### src/rtl/riscv_mmio_pkg.sv
// Shared MMIO constants for the UART transmitter: base address, register
// offsets, STATUS bit positions and transmit FSM state codes.
package riscv_mmio_pkg;

    localparam logic [31:0] UART_BASE = 32'h0000_0400;

    // Word offsets inside the 16-byte register window (addr[3:2])
    localparam logic [1:0] OFF_TXDATA = 2'd0;
    localparam logic [1:0] OFF_STATUS = 2'd1;
    localparam logic [1:0] OFF_BAUD   = 2'd2;
    localparam logic [1:0] OFF_RSVD   = 2'd3;

    // STATUS register bit positions
    localparam int unsigned ST_BUSY   = 0;
    localparam int unsigned ST_FULL   = 1;
    localparam int unsigned ST_EMPTY  = 2;
    localparam int unsigned ST_OVF    = 3;
    localparam int unsigned ST_CNT_LO = 4;

    localparam int unsigned BAUD_W   = 16;
    localparam logic [15:0] BAUD_MIN = 16'd2;

    // Transmit FSM states
    localparam logic [1:0] IDLE  = 2'd0;
    localparam logic [1:0] START = 2'd1;
    localparam logic [1:0] DATA  = 2'd2;
    localparam logic [1:0] STOP  = 2'd3;

    // Divider values below the minimum are stored as the minimum
    function automatic logic [15:0] clamp_baud(input logic [15:0] v);
        return (v < BAUD_MIN) ? BAUD_MIN : v;
    endfunction

endpackage

### src/rtl/sync_fifo.sv
// Single-clock FIFO with show-ahead read data. A push into a full FIFO is
// accepted when a pop happens in the same cycle.
module sync_fifo #(
    parameter int unsigned WIDTH = 8,
    parameter int unsigned DEPTH = 8
) (
    input  logic                     clk,
    input  logic                     reset,
    input  logic                     push,
    input  logic                     pop,
    input  logic [WIDTH-1:0]         wdata,
    output logic [WIDTH-1:0]         rdata,
    output logic                     full,
    output logic                     empty,
    output logic [$clog2(DEPTH):0]   count
);

    localparam int unsigned AW = $clog2(DEPTH);
    localparam int unsigned CW = AW + 1;

    logic [WIDTH-1:0] mem [DEPTH];
    logic [AW-1:0]    wptr;
    logic [AW-1:0]    rptr;
    logic             do_push;
    logic             do_pop;

    assign full    = (count == CW'(DEPTH));
    assign empty   = (count == '0);
    assign do_pop  = pop & ~empty;
    assign do_push = push & (~full | do_pop);
    assign rdata   = mem[rptr];

    // Pointer and occupancy tracking; pointers wrap modulo DEPTH
    always_ff @(posedge clk or posedge reset) begin
        if (reset) begin
            wptr  <= '0;
            rptr  <= '0;
            count <= '0;
        end else begin
            if (do_push) wptr <= wptr + AW'(1);
            if (do_pop)  rptr <= rptr + AW'(1);
            count <= count + CW'(do_push) - CW'(do_pop);
        end
    end

    // Storage array, no reset needed
    always_ff @(posedge clk) begin
        if (do_push) mem[wptr] <= wdata;
    end

endmodule

### src/rtl/uart_tx_mmio.sv
// Memory-mapped 8N1 UART transmitter: TXDATA/STATUS/BAUD registers on the
// CPU load/store bus, a byte FIFO and a serialiser driving tx (LSB first).
module uart_tx_mmio
    import riscv_mmio_pkg::*;
#(
    parameter logic [31:0] BASE_ADDR    = UART_BASE,
    parameter int unsigned CLKS_PER_BIT = 868,
    parameter int unsigned FIFO_DEPTH   = 8
) (
    input  logic        clk,
    input  logic        reset,
    input  logic [31:0] addr,
    input  logic [31:0] write_data,
    input  logic        MemRead,
    input  logic        MemWrite,
    output logic [31:0] read_data,
    output logic        sel,
    output logic        tx,
    output logic        tx_busy
);

    localparam int unsigned CW = $clog2(FIFO_DEPTH) + 1;

    logic [1:0]        offset;
    logic              wr_en;
    logic              push_req;
    logic              fifo_pop;
    logic              fifo_full;
    logic              fifo_empty;
    logic [CW-1:0]     fifo_count;
    logic [7:0]        fifo_rdata;
    logic              overflow;
    logic [BAUD_W-1:0] baud;
    logic [3:0]        status_count;
    logic [31:0]       status;

    logic [1:0]        state;
    logic [1:0]        state_next;
    logic [15:0]       timer;
    logic [15:0]       timer_next;
    logic [15:0]       bit_div;
    logic [15:0]       bit_div_next;
    logic [7:0]        shift;
    logic [7:0]        shift_next;
    logic [2:0]        bit_cnt;
    logic [2:0]        bit_cnt_next;
    logic              tx_next;
    logic              timer_done;
    logic              unused_bits;

    assign sel         = (addr[31:4] == BASE_ADDR[31:4]);
    assign offset      = addr[3:2];
    assign wr_en       = sel & MemWrite;
    assign push_req    = wr_en & (offset == OFF_TXDATA);
    assign timer_done  = (timer == 16'd0);
    assign tx_busy     = (state != IDLE) | ~fifo_empty;
    assign unused_bits = ^{addr[1:0], write_data[31:16]};

    sync_fifo #(
        .WIDTH (8),
        .DEPTH (FIFO_DEPTH)
    ) u_fifo (
        .clk   (clk),
        .reset (reset),
        .push  (push_req),
        .pop   (fifo_pop),
        .wdata (write_data[7:0]),
        .rdata (fifo_rdata),
        .full  (fifo_full),
        .empty (fifo_empty),
        .count (fifo_count)
    );

    // Sticky overflow flag; a dropped push outranks a same-cycle clear
    always_ff @(posedge clk or posedge reset) begin
        if (reset) begin
            overflow <= 1'b0;
        end else if (push_req & fifo_full & ~fifo_pop) begin
            overflow <= 1'b1;
        end else if (wr_en & (offset == OFF_STATUS) & write_data[ST_OVF]) begin
            overflow <= 1'b0;
        end
    end

    // Bit-rate divider register, consumed at the start of each frame
    always_ff @(posedge clk or posedge reset) begin
        if (reset) begin
            baud <= 16'(CLKS_PER_BIT);
        end else if (wr_en & (offset == OFF_BAUD)) begin
            baud <= clamp_baud(write_data[15:0]);
        end
    end

    // STATUS image with the FIFO count saturated to four bits
    always_comb begin
        status_count = (32'(fifo_count) > 32'd15) ? 4'hF : 4'(fifo_count);
        status                  = '0;
        status[ST_BUSY]         = tx_busy;
        status[ST_FULL]         = fifo_full;
        status[ST_EMPTY]        = fifo_empty;
        status[ST_OVF]          = overflow;
        status[ST_CNT_LO +: 4]  = status_count;
    end

    // Register read mux; zero unless a selected load
    always_comb begin
        read_data = '0;
        if (sel & MemRead) begin
            case (offset)
                OFF_STATUS:           read_data = status;
                OFF_BAUD:             read_data = {16'd0, baud};
                OFF_TXDATA, OFF_RSVD: read_data = '0;
                default:              read_data = '0;
            endcase
        end
    end

    // FSM state register
    always_ff @(posedge clk or posedge reset) begin
        if (reset) state <= IDLE;
        else       state <= state_next;
    end

    // FSM next-state: STOP chains straight into START when more data waits
    always_comb begin
        state_next = state;
        case (state)
            IDLE:    if (!fifo_empty) state_next = START;
            START:   if (timer_done) state_next = DATA;
            DATA:    if (timer_done && (bit_cnt == 3'd7)) state_next = STOP;
            STOP:    if (timer_done) state_next = fifo_empty ? IDLE : START;
            default: state_next = IDLE;
        endcase
    end

    // FSM outputs: bit timer, shifter, FIFO pop and next tx level
    always_comb begin
        fifo_pop     = 1'b0;
        shift_next   = shift;
        bit_div_next = bit_div;
        timer_next   = timer;
        bit_cnt_next = bit_cnt;
        tx_next      = 1'b1;
        case (state)
            START: begin
                tx_next = 1'b0;
                if (timer_done) begin
                    timer_next   = bit_div - 16'd1;
                    bit_cnt_next = 3'd0;
                    tx_next      = shift[0];
                end else begin
                    timer_next = timer - 16'd1;
                end
            end
            DATA: begin
                tx_next = shift[0];
                if (timer_done) begin
                    timer_next = bit_div - 16'd1;
                    if (bit_cnt == 3'd7) begin
                        tx_next = 1'b1;
                    end else begin
                        shift_next   = {1'b0, shift[7:1]};
                        tx_next      = shift[1];
                        bit_cnt_next = bit_cnt + 3'd1;
                    end
                end else begin
                    timer_next = timer - 16'd1;
                end
            end
            STOP: begin
                if (!timer_done) timer_next = timer - 16'd1;
            end
            default: ;
        endcase
        if (!fifo_empty && ((state == IDLE) || ((state == STOP) && timer_done))) begin
            fifo_pop     = 1'b1;
            shift_next   = fifo_rdata;
            bit_div_next = baud;
            timer_next   = baud - 16'd1;
            tx_next      = 1'b0;
        end
    end

    // Serialiser datapath registers; tx idles high
    always_ff @(posedge clk or posedge reset) begin
        if (reset) begin
            timer   <= '0;
            bit_div <= 16'(CLKS_PER_BIT);
            shift   <= '0;
            bit_cnt <= '0;
            tx      <= 1'b1;
        end else begin
            timer   <= timer_next;
            bit_div <= bit_div_next;
            shift   <= shift_next;
            bit_cnt <= bit_cnt_next;
            tx      <= tx_next;
        end
    end

endmodule

### config.mk
export PLATFORM = sky130hd
export DESIGN_NAME = uart_tx_mmio
export DESIGN_NICKNAME = d
export VERILOG_FILES = /design/src/rtl/riscv_mmio_pkg.sv /design/src/rtl/sync_fifo.sv /design/src/rtl/uart_tx_mmio.sv
export SDC_FILE = /design/constraint.sdc
export NUM_CORES = 1
export LEC_CHECK = 0
export BUFFER_PORTS_ARGS = -buffer_cell sky130_fd_sc_hd__buf_2
export CORE_UTILIZATION = 45
export DETAILED_ROUTE_END_ITERATION = 10
export PLACE_DENSITY_LB_ADDON = 0.12
export SLEW_MARGIN = 15
export SYNTH_ARGS = -nofsm -noshare
export SYNTH_HDL_FRONTEND = slang
export SYNTH_HIERARCHICAL = 1
export SYNTH_SLANG_ARGS = --single-unit
export TNS_END_PERCENT = 100
### constraint.sdc
create_clock -name clk -period 4.9 [get_ports clk]
set_clock_uncertainty 0.05 [all_clocks]
set_input_delay 0.245 -clock clk [delete_from_list [all_inputs] [get_ports clk]]
set_output_delay 0.245 -clock clk [all_outputs]
set_load 0.005 [all_outputs]
---- After elaboration in Yosys (flattened, before gate mapping) ----
Memories as Yosys holds them, arrays and structs flattened.
Cells that the tools add are included.
cells by class
  divide/modulo/power cells ............... 0
  reduce and logical (&&, ||, !) cells .... 21
  multipliers ............................. 0
  $lt $le $gt $ge ......................... 1
  mux-type cells .......................... 31
  add/subtract/negate cells ............... 8
  eq/ne operators ......................... 17
  shifts and indexed selects .............. 0
  bitwise logic cells ..................... 15
operators by type and width
  kind                                                                           count
  32-bit one-hot mux with 3 select lines                                         1
  16-bit 2-to-1 mux                                                              4
  16-bit by 1-bit subtractor with 16-bit output, second input constant           3
  32-bit 2-to-1 mux                                                              1
  8-bit 2-to-1 mux                                                               4
  16-bit one-hot mux with 2 select lines                                         1
  28-bit by 7-bit equality test with 1-bit output, second input constant         1
  16-bit zero test                                                               1
  16-bit by 2-bit less-than comparator with 1-bit output, second input constant  1
  2-bit != test, second input constant                                           6
  1-bit AND                                                                      10
  1-bit 2-to-1 mux                                                               10
  2-bit nonzero test                                                             5
  3-bit by 1-bit adder with 3-bit output, second input constant                  3
  3-bit 2-to-1 mux                                                               3
  2-bit equality test, second input constant                                     4
  2-bit 2-to-1 mux                                                               4
  2-bit one-hot mux with 4 select lines                                          1
  4-bit AND reduction                                                            2
  3-bit one-hot mux with 2 select lines                                          1
  4-bit by 1-bit adder with 4-bit output                                         1
  2-bit by 1-bit equality test with 1-bit output, second input constant          2
  4-bit equality test, second input constant                                     1
  2-bit zero test                                                                2
  other kinds (15)                                                               21
storage, ports and cells
  register bits after elaboration ......... 73
  output and inout port bits .............. 35
  latch bits .............................. 0
  word-level logic and storage cells ...... 105
  RAM bits ................................ 64
  memory bits (read-only) ................. 0
  memories kept ........................... 1
  input bits .............................. 68
memories
  memory      depth  width  rd ports  clocked after memory_dff  wr ports  line             text
  u_fifo.mem  8      8      1         0                         1         sync_fifo.sv:21  logic [WIDTH-1:0] mem [DEPTH];

---- Depth between registers and ports, before layout ----
  word-level depth ........................ 10
  mapped depth ............................ 13
  mapped depth without buffers ............ 12

---- Modules after synthesis ----
Netlist, hierarchy kept.
by module, submodules not included
  module        area an instance (um^2)  times used  cells each
  uart_tx_mmio  4256.6                   1           455
  sync_fifo     3101.7                   1           156

---- Worst setup path before layout ----
OpenSTA, ideal clock, no wires.
  kind .................................... register to register
  start point ............................. register state[1]
  end point ............................... memory u_fifo.mem[1][0] (enable)
  path slack .............................. 1115 ps
  stages on the path, launching flop included .. 10
  data required time ...................... 4455 ps
  data arrival time ....................... 3340 ps
  period minus slack after synthesis ...... 3785 ps
  path through ............................ dfrtp_1 > ha_1 > or4b_2 > nor4_1 > o21ai_1 > clkbuf_1 > inv_1 > nor2b_1 > nor2_1 > nor4_1
on the way
  cells in the longest elaborated chain, start to end .. 10
ends and longest elaborated chain
  item                                      line                 text
  from (decl)                               uart_tx_mmio.sv:37   logic [1:0] state;
  from (signal assigned)                    uart_tx_mmio.sv:121  else state <= state_next;
  2-bit equality test                       uart_tx_mmio.sv:175  if (!fifo_empty && ((state == IDLE) || ((state == STOP) && timer_done))) begin
  1-bit logical AND                         uart_tx_mmio.sv:175
  1-bit logical OR *                        uart_tx_mmio.sv:175
  1-bit logical AND *                       uart_tx_mmio.sv:175
  1-bit 2-to-1 mux *                        uart_tx_mmio.sv:175
  via fifo_pop                              uart_tx_mmio.sv:27   logic fifo_pop;
  1-bit AND *                               sync_fifo.sv:29      assign do_pop = pop & ~empty;
  1-bit bitwise OR *                        sync_fifo.sv:30      assign do_push = push & (~full | do_pop);
  1-bit AND *                               sync_fifo.sv:30
  1-bit 2-to-1 mux *                        sync_fifo.sv:48      if (do_push) mem[wptr] <= wdata;
  1-bit 2-to-1 mux (implied by the code) *  sync_fifo.sv:48
  to (decl)                                 sync_fifo.sv:21
Mark *: on every way through the listed nets, which the timed path passes. The rest lies on a longest branch.

---- Worst setup path after layout ----
  start point ............................. register state[1]
  end point ............................... memory u_fifo.mem[2][1] (enable)
Same word-level chain as after synthesis.

==> flow_summary_export.csv <==
group,metric,value,unit
yosys,synthCells,611,
detailed_routing,wire_per_inst,18.7,um
power,pwr-share-clk,18.9,%
clocking,path_clk_slew,0.06,ns
layout,n_antenna_cell,0,
detailed_routing,drt-met1-wl,8.12,mm
detailed_routing,met3_wirelength,718,um
yosys,synth_area_leader_cell,"edfxtp_1",
power,power.total,6840,uW
power,p_sw,2940,uW
timing,drv_slew,0,
detailed_routing,viasPerCell,5.66,
yosys,synth_compound_area_share,8.98,%
layout,fillers,1397,
yosys,async_reset_ff_share,53.3,%
yosys,synth-xor-area-share,4.40,%
layout,fin_cells,904,
detailed_routing,final_antenna_net_count,0,
yosys,ys_ff_latch,137,
yosys,yosysWarnings,6,
global_routing,first_global_vias,4964,
place,dp_hpwl,11.7,mm
power,combPwrFrac,58.9,%
layout,stdcell_area,0.00847,mm^2
timing,setup_slack,0.797,ns
floorplanning,dieWidth,130,um
worst_setup_path,crit_path_end_kind,"register",
place,dp_cells,869,
timing,rsz0062_at_grt,"no",
timing,clock.fmax,244,MHz
floorplanning,rows,46,
timing,worstMarginPinSlew,1.05,ns
layout,syn_to_final_growth,15.1,%
worst_setup_path,critPathMaxFanout,35,
clocking,insertion_delay,0.42,ns
detailed_routing,drtPass1Iterations,4,
power,sw_frac_of_total,43.0,%
floorplanning,dieArea,0.0169,mm^2
place,post_dp_cell_area,0.00784,mm^2
yosys,synth_edf_count,64,
yosys,synth_mux_area_share,13.8,%
power,peakVddDrop,0.734,mV
global_routing,grt_use_total,21.3,%
clocking,numCtsBuffers,17,
yosys,synth_top_family_by_area,"multiplexers",
yosys,syn_avg_cell_area,12.0,um^2
detailed_routing,drc,0,
clocking,cts_resized,0,
floorplanning,core,0.0159,mm^2
global_routing,grt_pass1_wl,26.8,mm
yosys,ys_dominant_reg_cell,"edfxtp_1",
detailed_routing,routed-wl-met2,7.89,mm
layout,drive_above_1_share,26.0,%
global_routing,grt_start_max_net_pins,64,
yosys,synth_area,0.00736,mm^2
timing,period_share,83.7,%
place,finalWeightedCongestion,0.812,
timing,tns,0,ns
layout,final_nets,762,
global_routing,grt_overflow_total,0,
timing,finalCriticalPeriod,4.10,ns
floorplanning,die_y,130,um
flow_run,drv_cap,0,
worst_setup_path,start_kind,"register",
clocking,root_buffer,"clkbuf_16",
detailed_routing,num_vias,5118,
power,sequentialPowerShare,22.3,%
outcome,status,"complete, no violations",
worst_setup_path,path_class,"reg2reg",
clocking,clock_path_buffers,2,
yosys,yosysMostFrequentCell,"edfxtp_1",
detailed_routing,top_layer,"met4",
global_routing,antenna_found_initial,0,
power,power.internal,3900,uW
clocking,post-cts-setup-buffer-count,0,
yosys,synth_common_cells,"64 x edfxtp_1, 62 x dfrtp_1, 44 x nor2_1",
detailed_routing,drt_iter0_markers,328,
clocking,h-tree-depth,4,
place,dp_slack,0.928,ns
yosys,synth_simple_gate_area_share,13.4,%
yosys,netlist_top_cells_area,"edfxtp_1 26%, dfrtp_1 21%, mux2_2 6.3%, mux4_1 5.7%, dfstp_2 3.9%",
clocking,clkSinkCount,137,
power,leakage,0.00363,uW
yosys,synthAdderAreaFrac,3.33,%
clocking,postCtsHoldBufs,3,
detailed_routing,wl,16.9,mm
floorplanning,io_pins,103,
floorplanning,start_util,46.2,%
timing,hold_violations,0,
worst_setup_path,cp.arrival,4.10,ns
worst_setup_path,cp.required,4.90,ns
yosys,synthDistinctLibCells,64,
timing,relSlewSlack,29.3,%
clocking,cts_tree,"built",
power,p_per_area,808,mW/mm^2
place,port_buffers,68,
yosys,yosysSeqAreaShare,51.1,%
timing,setup_viol,0,
hold_path,hold_class,"in2reg",
yosys,yosys.area.top_type_share,26.1,%
sequential cells by signal, indices dropped and copies added (netlist names):
signal	flops
bit_cnt	3
baud	16
timer	16
tx	1
bit_div	16
u_fifo/count	4
overflow	1
u_fifo/wptr	3
state	2
u_fifo/rptr	3
shift	8
u_fifo/mem	64
through the flow:
stage	utilization (%)	hold WS, ns
floorplan	-	0.0352
global placement	49.2	0.217
detailed placement	49.2	0.227
CTS	53.1	0.0156
global route	53.1	0.0116
finish	53.1	0.0337
metal layers:
layer,GRT usage (%),up-vias
li1,-,2409
met1,30.6,2547
met2,33.2,142
met3,4.35,20
met4,5.27,0
met5,0,-
power groups by stage:
stage / combinational, uW / sequential [uW] / clock [uW]
after global placement: 3890 / 1540 / 0
after CTS: 4030 / 1520 / 1310
after global routing: 4460 / 1540 / 1360
after detailed placement: 4000 / 1540 / 0
after floorplan: 3310 / 1510 / 0
final: 4030 / 1520 / 1290
layout by cell type, fill, tap and decap left out, types with 12 or more instances in the layout:
cell type,instances
buf_2,68
clkbuf_16,17
conb_1,16
dfrtp_1,62
edfxtp_1,64
ha_1,18
inv_1,20
mux2_2,41
mux2i_1,13
mux4_1,16
nand2_1,20
nand2b_1,12
nand3_1,12
nor2_1,44
nor3_1,20
nor4_1,19
o21ai_0,19
xnor2_1,25
xor2_1,12
kinds of logic (layout without fill, tap and decap cells):
logic type                 after synthesis  count (layout)
adders and majority gates               19              19
DFF                                    137             137
buffers and inverters                   73             135
and+or+nand+nor                        181             181
other                                    1              16
xor gates and xnor gates                37              37
AOI/OAI and AO/OA                       93              93
muxes                                   70              70
area by class of cell:
cell class | count | area [um^2] | area share (%)
flip-flops and latches | 137 | 3760 | 44.4
clock inverters | 15 | 174 | 2.05
well taps | 216 | 270 | 3.19
clock buffers | 17 | 425 | 5.02
multi-input cells | 416 | 3310 | 39.1
repair buffers | 81 | 445 | 5.26
inverters | 22 | 82.6 | 0.975
worst paths after layout:
check                                    start          endpoint  slack (ns)  depth (start not counted)
worst max register to register        state[1]  u_fifo/mem[2][1]        0.80                          9
worst min-delay path            write_data[15]          baud[15]        0.03                          2
min in group asynchronous                reset    u_fifo/wptr[2]        0.33                          3
max in group asynchronous                reset          shift[6]        3.67                          4
worst min register to register        shift[7]          shift[7]        0.48                          2
worst max-delay path                  state[1]  u_fifo/mem[2][1]        0.80                          9
critical path: stages (launching register included):
cell and delay [ns]:
dfrtp_1 0.44, ha_1 0.32, or4b_2 0.61, nor4_1 0.40, o21ai_2 0.08, buf_4 0.28, inv_1 0.23, nor2b_1 0.38
o21ai_0 0.26, nor2_1 0.68
(Power assumes the default switching activity.)
